<file path="src/rtl/divider_pkg.sv">
// Shared types for the sequential restoring divider.
// FSM state encoding used by the top level.
package divider_pkg;

  typedef enum logic [1:0] {
    S_IDLE,
    S_BUSY,
    S_DONE
  } state_t;

endpackage

</file>
<file path="src/rtl/divider_step.sv">
// One restoring-division step.
// Shift in the next dividend bit and subtract the divisor if it fits.
module divider_step #(
  parameter int N = 32
) (
  input  logic [N-1:0] r_i,
  input  logic         q_msb_i,
  input  logic [N-1:0] d_i,
  output logic [N-1:0] r_o,
  output logic         q_bit_o
);

  logic [N:0] shifted;
  logic [N:0] trial;

  // Trial subtraction at N+1 bits; the MSB is the borrow.
  always_comb begin
    shifted = {r_i, q_msb_i};
    trial   = shifted - {1'b0, d_i};
    q_bit_o = ~trial[N];
    r_o     = trial[N] ? shifted[N-1:0] : trial[N-1:0];
  end

endmodule

</file>
<file path="src/rtl/restoring_divider_n.sv">
// Unsigned N-bit restoring divider, one quotient bit per clock.
// Valid/ready on both sides; results held in S_DONE until taken.
module restoring_divider_n
  import divider_pkg::*;
#(
  parameter int N = 32
) (
  input  logic         clk,
  input  logic         rst_n,
  input  logic         in_valid,
  output logic         in_ready,
  input  logic [N-1:0] dividend,
  input  logic [N-1:0] divisor,
  output logic         out_valid,
  input  logic         out_ready,
  output logic [N-1:0] quotient,
  output logic [N-1:0] remainder,
  output logic         div_by_zero
);

  localparam int CW = $clog2(N);

  state_t        state_q, state_d;
  logic [N-1:0]  q_q, q_d;
  logic [N-1:0]  r_q, r_d;
  logic [N-1:0]  d_q, d_d;
  logic [CW-1:0] cnt_q, cnt_d;
  logic          dbz_q, dbz_d;

  logic [N-1:0]  r_nxt;
  logic          q_bit;

  divider_step #(.N(N)) u_step (
    .r_i     (r_q),
    .q_msb_i (q_q[N-1]),
    .d_i     (d_q),
    .r_o     (r_nxt),
    .q_bit_o (q_bit)
  );

  // Next-state and datapath update; registers hold by default.
  always_comb begin
    state_d = state_q;
    q_d     = q_q;
    r_d     = r_q;
    d_d     = d_q;
    cnt_d   = cnt_q;
    dbz_d   = dbz_q;
    unique case (state_q)
      S_IDLE: begin
        if (in_valid) begin
          if (divisor == '0) begin
            q_d     = '1;
            r_d     = dividend;
            dbz_d   = 1'b1;
            state_d = S_DONE;
          end else begin
            q_d     = dividend;
            r_d     = '0;
            d_d     = divisor;
            cnt_d   = CW'(N - 1);
            dbz_d   = 1'b0;
            state_d = S_BUSY;
          end
        end
      end
      S_BUSY: begin
        r_d = r_nxt;
        q_d = {q_q[N-2:0], q_bit};
        if (cnt_q == '0) begin
          state_d = S_DONE;
        end else begin
          cnt_d = cnt_q - CW'(1);
        end
      end
      S_DONE: begin
        if (out_ready) begin
          state_d = S_IDLE;
        end
      end
      default: state_d = S_IDLE;
    endcase
  end

  // State and datapath registers, cleared on async reset.
  always_ff @(posedge clk or negedge rst_n) begin
    if (!rst_n) begin
      state_q <= S_IDLE;
      q_q     <= '0;
      r_q     <= '0;
      d_q     <= '0;
      cnt_q   <= '0;
      dbz_q   <= 1'b0;
    end else begin
      state_q <= state_d;
      q_q     <= q_d;
      r_q     <= r_d;
      d_q     <= d_d;
      cnt_q   <= cnt_d;
      dbz_q   <= dbz_d;
    end
  end

  assign in_ready    = (state_q == S_IDLE);
  assign out_valid   = (state_q == S_DONE);
  assign quotient    = q_q;
  assign remainder   = r_q;
  assign div_by_zero = dbz_q;

endmodule

</file>
<file path="config.mk">
export PLATFORM = sky130hd
export DESIGN_NAME = restoring_divider_n
export DESIGN_NICKNAME = d
export VERILOG_FILES = /design/src/rtl/divider_pkg.sv /design/src/rtl/divider_step.sv /design/src/rtl/restoring_divider_n.sv
export SDC_FILE = /design/constraint.sdc
export NUM_CORES = 1
export LEC_CHECK = 0
export ABC_AREA = 1
export BUFFER_PORTS_ARGS = -buffer_cell sky130_fd_sc_hd__buf_2
export CAP_MARGIN = 5
export CELL_PAD_IN_SITES_DETAIL_PLACEMENT = 1
export CELL_PAD_IN_SITES_GLOBAL_PLACEMENT = 2
export CORE_MARGIN = 2
export CORE_UTILIZATION = 29
export CTS_BUF_LIST = sky130_fd_sc_hd__clkbuf_2 sky130_fd_sc_hd__clkbuf_4 sky130_fd_sc_hd__clkbuf_8
export DETAILED_ROUTE_END_ITERATION = 10
export PLACE_DENSITY = 0.89
export SYNTH_ARGS = -nofsm -noshare
export SYNTH_HDL_FRONTEND = slang
export SYNTH_HIERARCHICAL = 1
export SYNTH_SLANG_ARGS = --single-unit
export TNS_END_PERCENT = 10
</file>
<file path="constraint.sdc">
create_clock -name clk -period 3.1 [get_ports clk]
set_clock_uncertainty 0.05 [all_clocks]
set_input_delay 0.31 -clock clk [delete_from_list [all_inputs] [get_ports clk]]
set_output_delay 0.31 -clock clk [all_outputs]
set_load 0.01 [all_outputs]
</file>
Word level (Yosys, flattened, before mapping) --
Cells that the tools add are included.
Word-level totals: output and inout bits 67, word-level logic and storage cells 43, flip-flop bits (word level) 104
Cells by class: $add $sub $neg 2, eq/ne operators 7, reductions and logical operators 9, muxes and demuxes 17, bitwise gates (word level) 2
Operators by type and width (count):
- $mux W32 | 5
- $pmux W32 S2 | 2
- $sub A33 B32 Y33 | 1
- $logic_not A32 Y1 | 1
- $mux W5 | 3
- $pmux W5 S2 | 1
- $mux W2 | 4
- $ne A2 B2 Y1 const B | 4
- $pmux W2 S3 | 1
- $reduce_and A3 Y1 | 2
- $logic_not A5 Y1 | 1
- $sub A5 B1 Y5 const B | 1
- $reduce_and A2 Y1 | 2
- $reduce_and A4 Y1 | 1
- $eq A2 B1 Y1 const B | 1
- $eq A2 B2 Y1 const B | 1
- $logic_not A2 Y1 | 1
- $ne A2 B1 Y1 const B | 1
- $not A1 Y1 | 2
- $reduce_bool A2 Y1 | 1
- $mux W1 | 1

Logic depth before layout (Yosys ltp) --
depth in word-level cells 4, depth in mapped cells 19, depth with buffers taken out 18

By module --
The synthesis kept the hierarchy.
Modules (own cells, without submodules):
- restoring_divider_n | cells an instance 615, area each 4936.0 µm², times used 1, sequential area each 2602.5 µm²
- divider_step | cells an instance 680, area each 3150.5 µm², times used 1, sequential area each 0.0 µm²

Worst setup path after synthesis --
OpenSTA, ideal clock, no wires.
path kind reg2reg, from reg q_q[31] (netlist: quotient[31]), to reg r_q[22] (netlist: remainder[22]), data required time 2.926 ns, library setup time 0.124 ns, clock period less this slack 2.429 ns, data arrival time 2.255 ns, stages on the path, launching flop included 19, slack 0.671 ns, cells stage by stage dfrtp_1 inv_1 ha_1 fa_1 inv_1 nand2_1 nand2_1 nand3_1 nand2_2 nand2_1 nand2_2 nand2_2 nand3_1 nand2_4 buf_4 nand2_1 nand2_1 o21ai_0 a21oi_1
On the way: cells in the longest elaborated chain, start to end 3
RTL lines:
- start: declaration | line restoring_divider_n.sv:24 | logic [N-1:0] q_q, q_d;
- start signal: assignment | line restoring_divider_n.sv:96 | q_q <= q_d;
- $sub A33 B32 Y33 | line divider_step.sv:19 | trial = shifted - {1'b0, d_i};
- $mux W32 | line divider_step.sv:21 | r_o = trial[N] ? shifted[N-1:0] : trial[N-1:0];
- named net r_nxt[22] | line restoring_divider_n.sv:30 | logic [N-1:0] r_nxt;
- $pmux W32 S2 | line restoring_divider_n.sv:49 | unique case (state_q)
- end signal: assignment | line restoring_divider_n.sv:97 | r_q <= r_d;
- end: declaration | line restoring_divider_n.sv:25 | logic [N-1:0] r_q, r_d;
The timed path passes the listed nets, and every way through them passes these cells. A chain may end at the register's enable or synchronous reset.

Worst setup path after layout --
from reg q_q[31] (netlist: quotient[31]), to reg r_q[4] (netlist: remainder[4])
The elaborated chain is that of the path after synthesis.

==> impl_metrics.env <==
export IMPL_outcome="finished, final reports clean"
export IMPL_fin_cells=1791
export IMPL_area_delta_synth_final_pct=13.9
export IMPL_grt_pass1_wl_mm=46.2
export IMPL_start_util_pct=29.3
export IMPL_synth_compound_area_share_pct=11.6
export IMPL_firstDrtPassIters=5
export IMPL_setup_tns_ps=0
export IMPL_finalCritPeriodShare_pct=89.0
export IMPL_cts_tree="done"
export IMPL_final_cell_mix="490 x nand2_1, 196 x inv_1, 160 x nor2_1, 133 x buf_2, 121 x a21oi_1"
export IMPL_cts_buffers=9
export IMPL_dieArea_mm2=0.0292
export IMPL_grt_overflow_total=0
export IMPL_drv_slew=0
export IMPL_grt_total_usage_pct=20.3
export IMPL_cts_root_buf="clkbuf_8"
export IMPL_yosys_top_cells_area="dfrtp_1 32%, nand2_1 23%, inv_1 9.1%, a21oi_1 7.5%, nor2_1 7.4%"
export IMPL_synth_xor_area_share_pct=1.62
export IMPL_required_ps=3370
export IMPL_fillers=3738
export IMPL_diodes=0
export IMPL_synth_warnings=6
export IMPL_drc=0
export IMPL_rsz0062_at_grt="false"
export IMPL_grt_max_degree=69
export IMPL_io_buffers=134
export IMPL_routed_wl_mm=29.2
export IMPL_period_needed_ps=2760
export IMPL_clkLatencyLatePin_ps=400
export IMPL_worst_slew_pin_slew_ps=1210
export IMPL_synth_fp_nets=1397
export IMPL_maxSlewHeadroom_pct=19.4
export IMPL_cp_arrival_ps=3030
export IMPL_setup_viol=0
export IMPL_hold_viol_final=0
export IMPL_ys_seq_area_share_pct=32.2
export IMPL_max_cap_viol_count=0
export IMPL_crit_type="flop to flop"
export IMPL_synth_top_area_share_pct=32.2
export IMPL_viasPerCell=4.71
export IMPL_die_h_um=171
export IMPL_crit_fanout=33
export IMPL_layout_drive_gt1_share_pct=13.2
export IMPL_core_area_mm2=0.0276
export IMPL_max_freq_mhz=362
export IMPL_max_stage_delay_ps=410
export IMPL_ant_nets=0
export IMPL_yosys_most_used_dff="dfrtp_1"
export IMPL_synthCells=1295
export IMPL_synth_area_leader_cell="dfrtp_1"
export IMPL_antenna_found_initial=1
export IMPL_cp_top_family="simple AND/OR/NAND/NOR gates"
export IMPL_h_tree_depth=3
export IMPL_critPathCaptureType="flop"
export IMPL_die_w_um=171
export IMPL_worstPathCellList="inv_1, ha_1, fa_1, inv_1, nand2_1, nand2_1, nand3_1, nand2_2, nand2_1, nand2_2, nand2_2, nand2_2, nand2_2, nand2_4, nand2_1, nand2_1, a21oi_1, a21oi_1"
export IMPL_synth_seq_cells=104
export IMPL_final_common_cell="nand2_1"
export IMPL_yosys_area_share_simple_pct=36.2
export IMPL_min_delay_path_class="input port to flop"
export IMPL_cp_num_buf_inv=2
export IMPL_synth_adder_area_share_pct=5.35
export IMPL_wl_per_cell_um=16.3
export IMPL_netlist_area_mm2=0.00809
export IMPL_via_count=8437
export IMPL_drt_initial_drc_count=462
export IMPL_yosys_cell_types_count=32
export IMPL_async_flop_share_pct=100
export IMPL_hpwl_mm=23.4
export IMPL_io_pins=135
export IMPL_synth_area_mux_share_pct=0
export IMPL_synth_edf_count=0
export IMPL_row_count=61
export IMPL_clockBufferDepth=2
export IMPL_gp_congestion=0.905
export IMPL_clock_sinks=104
export IMPL_crit_slowest_cell="dfrtp_1"
export IMPL_dp_cells=1775
export IMPL_avgSynthCellArea_um2=6.24
export IMPL_multi_input_area_mm2=0.00443
export IMPL_nNetsFinal=1511
export IMPL_ff_latch_area_mm2=0.00260
export IMPL_start_kind="flop"
export IMPL_cts_resized=0
export IMPL_synth_top_family_by_area="simple AND/OR/NAND/NOR gates"
export IMPL_clkTransAtPathRegs_ps=120
export IMPL_grt_pass1_vias=8559
## final timing paths
check | start | end | depth (start not counted) | slack, ps
max in group asynchronous | rst_n | remainder[24] | 3 | 1750
max | quotient[31] | remainder[4] | 18 | 340
min | divisor[16] | d_q[16] | 3 | 60
min reg2reg | d_q[14] | d_q[14] | 2 | 440
max reg2reg | quotient[31] | remainder[4] | 18 | 340
min in group asynchronous | rst_n | d_q[4] | 2 | 460
## state kept, by name, indices dropped and copies added (netlist names)
register and cells:
quotient 32, cnt_q 5, d_q 32, div_by_zero 1
remainder 32, state_q 2
## cell usage after synthesis, drive strengths merged (4+ instances only)
library cell / n
ha: 33
nand2: 502
a211oi: 32
nor2: 164
a21oi: 123
buf: 42
inv: 201
nor3: 6
and2: 4
o21ai: 4
xor2: 14
o21bai: 7
dfrtp: 104
nand4: 8
nand3: 42
## layer usage
metal,track usage [%],wire length [um],part of all wire (%)
met5,0,0,0
met3,2.17,958,3.3
met2,33.3,13800,47
met4,5.31,480,1.6
met1,28.4,14000,48
## per-stage QoR
step	util (%)	cell area [um2]	hold WS [ps]	setup WS (ps)
floorplan	-	8090	-35.6	671
global placement	32.7	9030	363	505
detailed placement	32.7	9030	377	370
CTS	33.3	9210	32.9	340
global route	33.3	9210	52.3	46.6
finish	33.3	9210	60.6	340
## final cells by class
class / count / area share (%)
multi-input cells: 947 / 48.1
inverters: 201 / 8.19
repair buffers: 146 / 8.45
clock buffers: 10 / 1.49
well taps: 378 / 5.13
flip-flops and latches: 104 / 28.2
clock inverters: 5 / 0.353
## worst min-delay path, stage by stage
cell and delay [ps]:
buf_2 90, nand2_1 50, nand2_1 40
## what timing repair did
action	4_1_cts	5_1_grt
hold buffers	1	0
endpoints found under the setup margin	0	0
setup buffers	0	0
endpoints found under the hold margin	52	0
## kinds of logic (layout without fill, tap and decap cells)
kind of cell               count (synthesis)  count (layout)
adders and majority gates                 34              34
xor gates and xnor gates                  15              15
buffers and inverters                    244             362
DFF                                      104             104
AOI/OAI and AO/OA                        166             166
and+or+nand+nor                          732             732
Power is left out: the tool's default activity adds up to more than one toggle a clock period on the data nets, which glitch-free logic cannot reach.
